--- config.mk ---
export PLATFORM = sky130hd
export DESIGN_NAME = zion_basic_circuit_lib_pipe_dff
export DESIGN_NICKNAME = d
export VERILOG_FILES = /design/src/rtl/zion_basic_circuit_lib_pipe_dff.sv
export SDC_FILE = /design/constraint.sdc
export NUM_CORES = 1
export LEC_CHECK = 0
export ABC_AREA = 0
export CAP_MARGIN = 20
export CORE_MARGIN = 1.5
export CORE_UTILIZATION = 45
export DETAILED_ROUTE_END_ITERATION = 16
export HOLD_SLACK_MARGIN = 0.05
export PLACE_DENSITY = 0.77
export SYNTH_ARGS = -nofsm -noshare
export SYNTH_HDL_FRONTEND = slang
export SYNTH_SLANG_ARGS = --single-unit
--- constraint.sdc ---
create_clock -name clk -period 2.32 [get_ports clk]
set_clock_uncertainty 0.15 [all_clocks]
set_input_delay 0.464 -clock clk [delete_from_list [all_inputs] [get_ports clk]]
set_output_delay 0.464 -clock clk [all_outputs]
set_load 0.1 [all_outputs]
--- src/rtl/zion_basic_circuit_lib_pipe_dff.sv ---
//==============================================================================
// Module   : zion_basic_circuit_lib_pipe_dff
// Brief    : Multi-stage valid/ready pipeline register with bubble collapsing.
// Revision : 1.0
//==============================================================================
`default_nettype none

module zion_basic_circuit_lib_pipe_dff #(
    parameter int              WIDTH    = 8,
    parameter int              DEPTH    = 2,
    parameter logic [WIDTH-1:0] INI_DATA = '0,
    localparam int             CW       = $clog2(DEPTH + 1)
) (
    input  logic             clk,
    input  logic             rst,
    input  logic             flush,
    input  logic             iVld,
    output logic             oRdy,
    input  logic [WIDTH-1:0] iDat,
    output logic             oVld,
    input  logic             iRdy,
    output logic [WIDTH-1:0] oDat,
    output logic [CW-1:0]    oCnt
);

    if (WIDTH < 1) begin : g_chk_width
`ifdef CHECK_ERR_EXIT
        $fatal(1, "zion_basic_circuit_lib_pipe_dff: WIDTH must be >= 1");
`else
        $error("zion_basic_circuit_lib_pipe_dff: WIDTH must be >= 1");
`endif
    end

    if (DEPTH < 1) begin : g_chk_depth
`ifdef CHECK_ERR_EXIT
        $fatal(1, "zion_basic_circuit_lib_pipe_dff: DEPTH must be >= 1");
`else
        $error("zion_basic_circuit_lib_pipe_dff: DEPTH must be >= 1");
`endif
    end

    if ($bits(INI_DATA) > WIDTH) begin : g_chk_ini
`ifdef CHECK_ERR_EXIT
        $fatal(1, "zion_basic_circuit_lib_pipe_dff: INI_DATA wider than WIDTH");
`else
        $error("zion_basic_circuit_lib_pipe_dff: INI_DATA wider than WIDTH");
`endif
    end

    logic [DEPTH-1:0]            vld_q;
    logic [DEPTH-1:0]            vld_d;
    logic [DEPTH-1:0][WIDTH-1:0] dat_q;
    logic [DEPTH-1:0][WIDTH-1:0] dat_d;
    logic [DEPTH-1:0]            rdy;
    logic [DEPTH-1:0]            prv_vld;
    logic [DEPTH-1:0][WIDTH-1:0] prv_dat;
    logic [CW-1:0]               cnt_q;
    logic [CW-1:0]               cnt_d;

    for (genvar k = 0; k < DEPTH; k++) begin : g_stage
        // A stage can load if any stage at or after it is empty, or downstream takes a beat.
        assign rdy[k] = iRdy | ~(&vld_q[DEPTH-1:k]);

        if (k == 0) begin : g_head
            assign prv_vld[k] = iVld & ~flush;
            assign prv_dat[k] = iDat;
        end else begin : g_body
            assign prv_vld[k] = vld_q[k-1];
            assign prv_dat[k] = dat_q[k-1];
        end

        always_comb begin
            vld_d[k] = vld_q[k];
            dat_d[k] = dat_q[k];
            if (flush) begin
                vld_d[k] = 1'b0;
            end else if (rdy[k]) begin
                vld_d[k] = prv_vld[k];
                if (prv_vld[k]) begin
                    dat_d[k] = prv_dat[k];
                end
            end
        end

        always_ff @(posedge clk or negedge rst) begin
            if (!rst) begin
                vld_q[k] <= 1'b0;
                dat_q[k] <= INI_DATA;
            end else begin
                vld_q[k] <= vld_d[k];
                dat_q[k] <= dat_d[k];
            end
        end
    end

    always_comb begin
        cnt_d = '0;
        for (int i = 0; i < DEPTH; i++) begin
            cnt_d = cnt_d + CW'(vld_d[i]);
        end
    end

    always_ff @(posedge clk or negedge rst) begin
        if (!rst) begin
            cnt_q <= '0;
        end else begin
            cnt_q <= cnt_d;
        end
    end

    assign oRdy = rdy[0] & ~flush;
    assign oVld = vld_q[DEPTH-1];
    assign oDat = dat_q[DEPTH-1];
    assign oCnt = cnt_q;

endmodule

`default_nettype wire

==> metrics.md, run 1 <==
| Metric | Value |
|---|---|
| Initial drt markers | 7 |
| Crit-path leading delay family | buffers and inverters |
| FF-to-FF End | dat_q[6] |
| GR Overflow Total | 0 |
| CP Launch Type | input port |
| Drt wl/cell | approximately 14 µm |
| Critical Path Fanout Max | 2 |
| Worst R2R Setup Slack | 0.60 ns |
| Post-cts sizing count | 0 |
| Reg2Reg Launch Point | oVld |
| Yosys Warn Count | 0 |
| Clock tree from TritonCTS | done |
| Port bufs | 24 |
| Crit. End Element | output pin |
| Layout cells sized above 1 | a little over 50% |
| RSZ-0062 raised after global routing | no |
| Buf+Inv Stages, Crit Path | 3 |
| Setup CP Type | in2out |
| Setup_tns | 0 ns |
| Root buf cell | clkbuf_4 |
| Slowest CP cell | clkdlybuf4s50_1 |
| Clock Latency Late Sink | 0.29 ns |
| Peak supply drop | 0.0004827 V |
| Synth top area share | about three fifths |
| Largest stage delay on the critical path | 0.47 ns |
| Syn_nets | 69 |
| Gpl congestion | 0.7124 |
| Largest net degree at the start of global routing | 21 |
| CP Depth | 5 |
| Fin crit share | 93.68% |
| # DRC | 0 |
| Minimum clock period | 2.173 ns |
| Routed Antenna Nets | 0 |
| R2R cell count | 4 |
| Worst-Margin Slew | 0.2795 ns |
| Routed wire length | between 1000 and 1500 µm |
| Initial Util | roughly half |
| Core ar. | 1745 µm² |
| Synth top area cells | dfrtp_1 59%, mux2_4 14%, mux2_2 11% |
| H-tree depth | 1 |
| Cell Area, Synth | around 850 µm² |
| Clock tree buffer depth | 2 |
| Mean Syn Cell Area | 15.51 µm² |
| Post-CTS setup buffers | 0 |
| Area leader, netlist | dfrtp_1 |
| Via Count | ~500 |
| Worst EP arrival | 1.56 ns |
| Max_cap viols | 0 |
| Area grow syn2layout | 32.84% |
| Slew Limit Fails | 0 |
| Slew headroom | 81.52% |
| TritonCTS buffer count | 3 |
| First-pass GRT wire length | around 2300 µm |
| Initial antenna violation count | 0 |
| Die area | 2166 µm² |
| # rows | 15 |
| Vias in the first global route | 504 |
| Post-layout util | between 60% and 70% |
| Tot Pwr | 1.281 mW |
| Seq/Total Area, Yosys | 58.65% |
| N_diodes | 0 |
| CP required | 1.71 ns |
| # nets final | 94 |
| First-pass DRT Iterations | 4 |
| Hold slack | 0.3528 ns |
| HPWL Detailed | 1032 µm |
| Die W | 46.55 µm |
| Synth unique cells | 11 |
| I/O Pins | 25 |
| Final hold vios | 0 |
| Cts hold-fix bufs | 0 |
| CP cell instances | clkdlybuf4s50_1 -> and3b_2 -> buf_4 -> nor2_4 -> buf_12 |
| Flops & latches, synth | 20 |
| Clock-pin slew on the worst setup and hold paths | 0.11 ns |
| # setup viols final | 0 |
| Fmax | 460.1 MHz |
| HP Class | in2async |
| Synth Instances | 55 |
| Vias per cell | 4.692 |
| Clk sinks | 20 |
| Pwr Density | around 1100 nW/µm² |
| Status | finished clean |
| DIE HEIGHT | 46.55 µm |
| LEAKAGE | 0.5472 nW |
| Overall routing resource usage | 15.73% |
[worst max-delay path by stage]
stage | end | slack (ns) | start
after floorplan | oRdy | 0.08 | oVld
after global placement | dat_q[6] | 0.08 | iRdy
after detailed placement | dat_q[6] | 0.05 | iRdy
after CTS | oRdy | 0.14 | iRdy
after global routing | oRdy | 0.12 | iRdy
final | oRdy | 0.15 | iRdy
[cell usage in the layout (no fill, tap or decap)]
cell type,count
ha_1,1
and3b_2,1
buf_12,1
bufinv_16,1
clkbuf_4,3
or3b_1,1
and2b_2,1
mux2_4,8
dfrtp_1,20
buf_4,16
nor2_4,1
mux2_2,8
nor2_1,4
nor3b_2,1
clkdlybuf4s50_1,12
[Yosys cell counts]
| library cell | n |
|---|---|
| mux2_2 | 8 |
| dfrtp_1 | 20 |
| and3b_2 | 1 |
| mux2_4 | 8 |
| buf_6 | 1 |
| ha_1 | 1 |
| or3b_1 | 1 |
| nor2_1 | 5 |
| nor3b_2 | 1 |
| buf_4 | 8 |
| and2b_2 | 1 |
[where the power goes]
| part | leakage, nW | switching, mW | total [mW] | internal [mW] |
|---|---|---|---|---|
| logic | 0.278 | 0.404 | 0.553 | 0.150 |
| clock network | 0.0279 | 0.103 | 0.278 | 0.174 |
| registers | 0.242 | 0.0341 | 0.450 | 0.416 |
| total | 0.547 | 0.541 | 1.28 | 0.739 |
[stage by stage]
stage          instance area (µm²)  instances  setup WS, ns
2_1_floorplan                860.8         55       0.07921
3_3_place_gp                  1081        100       0.07560
3_5_place_dp                  1081        100       0.04771
4_1_cts                       1134        104        0.1419
5_1_grt                       1134        104        0.1150
6_report                      1134        104        0.1466
[metal layers]
metal,track usage [%],wire length [µm],vias to the layer above
li1,-,-,227
met3,3.922,80,2
met1,20.15,616,240
met5,0,0,-
met2,25.00,700,19
met4,6.857,13,0
[logic make-up (layout without fill, tap and decap cells)]
kind of cell | count (synthesis) | count (layout) | share of synthesized area [%]
muxes | 16 | 16 | 24.63
adders and majority gates | 1 | 1 | 1.466
buffers and inverters | 9 | 33 | 8.358
DFF | 20 | 20 | 58.65
and+or+nand+nor | 9 | 9 | 6.892
[state kept, by name (all words and copies together) (netlist names)]
register,cells
oVld,1
oCnt,2
oDat,8
prv_vld,1
dat_q,8
[final cells by class]
cell class / count / area [µm²]
tap: 25 / 31.28
clock buffer: 3 / 22.52
multi-input combinational: 26 / 289.0
timing repair buffer: 29 / 260.3
sequential: 20 / 500.5
fill: 139 / 611.8
clock inverter: 1 / 30.03
(Power assumes the default switching activity.)
==> run 2, diff against run 1 <==
Settings changed: ABC_AREA 0 to 1, CORE_UTILIZATION 45 to 41, PLACE_DENSITY 0.77 to 0.73.
Clock period 2.32 ns to 1.95 ns, I/O delays scaled along.
==> run 2 against run 1 <==
Routed wire length rose by 7.5%. Worst hold slack got worse by 0.093 ns. Cell count rose by 35%. Sequential share of layout area is 4.6 points lower. Combinational power is 4.7% higher. Total power is 2.1% higher. Register-to-register slack improved by 0.05 ns. Count of clock-buffer cells in the layout increased by 1. Non-clock buffer count decreased by 1. Largest cell class unchanged. Clock power shrank 29%. Design area rose by 12%.
==> metrics.md, run 2 <==
| Metric | Value |
|---|---|
| R2R cell count | 3 |
| LEAKAGE | 0.6161 nW |
| Clock power share | 15.1% |
| Synth top area cells | dfrtp_1 58%, nand2_1 14%, nand3_1 9.3% |
| Post-CTS setup buffers | 0 |
| Slew headroom | 82.60% |
| Initial Util | 43.94% |
| Area leader, netlist | dfrtp_1 |
| Vias in the first global route | around 630 |
| CP required | about 1.4 ns |
| Minimum clock period | ~1.9 ns |
| Port bufs | 24 |
| N_diodes | 0 |
| Fin crit share | 95.33% |
| FF-to-FF End | oCnt[0] |
| Critical Path Start | iRdy |
| # rows | 16 |
| Most frequent cells in the layout | 32 x nand2_1, 19 x dfrtp_1, 16 x nand3_1 |
| Overall routing resource usage | 15.31% |
| Die area | 2387 µm² |
| Initial drt markers | 18 |
| Synth Instances | 89 |
| Post-layout util | 64.67% |
| Crit. End Element | output pin |
| Switching share of power | 41.77% |
| Asr flop ratio synth | 100.0% |
| Ys flop type | dfrtp_1 |
| Seq/Total Area, Yosys | 58.06% |
| # nets final | 128 |
| Routed wire length | 1517 µm |
| First-pass GRT wire length | 2739 µm |
| Slowest CP cell | clkdlybuf4s50_1 |
| Buf+Inv Stages, Crit Path | 3 |
| Fmax | roughly 540 MHz |
| Sw Pwr | around 550 µW |
| Clock tree from TritonCTS | done |
| I/O Pins | 25 |
| Layout cells sized above 1 | 24.78% |
| Largest stage delay on the critical path | roughly 0.45 ns |
| Layout fillers | ~170 |
| Mean Syn Cell Area | 9.686 µm² |
| Root buf cell | clkbuf_4 |
| Clock-pin slew on the worst setup and hold paths | 0.11 ns |
| Int Pwr | 761.8 µW |
| Commonest non-fill, non-tap cell in the layout | nand2_1 |
| TritonCTS buffer count | 3 |
| HP Class | in2async |
| Clock Latency Late Sink | around 0.30 ns |
| Gpl congestion | 0.7286 |
| Post-synth EDFFs | 0 |
| HPWL Detailed | 1191 µm |
| CP Launch Type | input port |
| # setup viols final | 0 |
| First-pass DRT Iterations | 4 |
| Reg2Reg Launch Point | prv_vld[1] |
| Cts hold-fix bufs | 0 |
| Post-route cell area | ~1300 µm² |
| Worst EP arrival | ~1.3 ns |
| # DRC | 0 |
| Worst R2R Setup Slack | 0.65 ns |
| Largest net degree at the start of global routing | 21 |
| Core ar. | 1962 µm² |
| Area grow syn2layout | 47.17% |
| Yosys Warn Count | 0 |
| Drt wl/cell | 10.84 µm |
| Commonest cells post-synth | 32 x nand2_1, 20 x dfrtp_1, 16 x nand3_1 |
| Synth unique cells | 13 |
| Peak supply drop | ~0.00051 V |
| Setup_tns | 0 ns |
| Clock tree buffer depth | 2 |
| Via Count | 666 |
| H-tree depth | 1 |
| Setup CP Type | in2out |
| Clk sinks | 20 |
| Most frequent cell after synthesis | nand2_1 |
| Crit-path leading delay family | buffers and inverters |
| Routed Antenna Nets | 0 |
| Synth top area share | approximately three fifths |
| Area after DPL | 1242 µm² |
| Slew Limit Fails | 0 |
| Die W | 48.86 µm |
| Syn_nets | a little over 100 |
| Critical Path Fanout Max | 3 |
| Cell Area, Synth | 862.1 µm² |
| Max_cap viols | 0 |
| Status | finished clean |
| CP cell instances | clkdlybuf4s50_1 -> inv_1 -> a31oi_4 -> buf_12 |
| Initial antenna violation count | 0 |
| DIE HEIGHT | 48.86 µm |
| Worst-Margin Slew | between 0.2 and 0.3 ns |
| Logic pwr share | between 40% and 50% |
| Flops & latches, synth | 20 |
| RSZ-0062 raised after global routing | no |
| Pwr Density | 1031 nW/µm² |
| GR Overflow Total | 0 |
| Post-cts sizing count | 0 |
| Vias per cell | approximately 4.8 |
| Final hold vios | 0 |
| Sequential Power Share | 40.6% |
[run 2: cell count changes in the layout (fill, tap and decap cells not counted), moves of 2 or more]
cell,previous run,this run
buf_12,1,12
inv_1,0,2
nand2_1,0,32
nand2_4,0,2
nand3_1,0,16
mux2_4,8,0
nor2_1,4,0
buf_4,16,4
a21oi_1,0,2
mux2_2,8,0
[run 2: worst max path at each step]
stage	endpoint	slack [ns]	depth (start not counted)
2_1_floorplan	oRdy	0.1	1
3_3_place_gp	oRdy	0.12	4
3_5_place_dp	oRdy	0.09	4
4_1_cts	oRdy	0.08	4
5_1_grt	oRdy	0.06	4
6_report	oRdy	0.09	4
[run 2: area by class of cell]
class,instances,area (µm²),share of cell area [%]
sequential,20,501.7,39.55
timing repair buffer,28,390.4,30.77
multi-input combinational,58,305.3,24.06
tap,27,33.78,2.663
clock buffer,4,26.28,2.071
inverter,3,11.26,0.8876
[run 2: power by group through the flow]
| stage | logic [mW] | registers (mW) | clock network [mW] |
|---|---|---|---|
| global route | 0.602 | 0.538 | 0.226 |
| detailed placement | 0.583 | 0.540 | 0 |
| floorplan | 0.388 | 0.539 | 0 |
| global placement | 0.576 | 0.537 | 0 |
| CTS | 0.583 | 0.532 | 0.205 |
| finish | 0.579 | 0.531 | 0.198 |
[run 2: kinds of logic (layout without fill, tap and decap cells)]
kind of cell / Yosys count / count (layout) / synth area share [%]
AND/OR/NAND/NOR: 54 / 54 / 30.33
flip-flops: 20 / 20 / 58.06
adder cells (fa/ha/maj): 1 / 1 / 1.451
buffers and inverters: 11 / 35 / 8.273
AO/OA/AOI/OAI: 3 / 3 / 1.887
[run 2: routing by layer]
| metal | GRT usage [%] | part of all wire (%) | vias up |
|---|---|---|---|
| met5 | 0 | 0 | - |
| met4 | 11.43 | 3.6 | 0 |
| met3 | 2.147 | 4.0 | 5 |
| met2 | 23.97 | 49 | 22 |
| met1 | 19.34 | 44 | 309 |
| li1 | - | - | 330 |
[run 2: metrics by stage]
stage                     std cells  power (mW)  setup WS [ns]  hold slack [ns]
after global placement          136       1.113         0.1250           0.3067
after global routing            140       1.366        0.05715           0.2604
final                           140       1.308        0.09116           0.2594
after floorplan                  89      0.9275        0.09843         -0.05559
after detailed placement        136       1.122        0.08542           0.3092
after CTS                       140       1.320        0.08316           0.2599
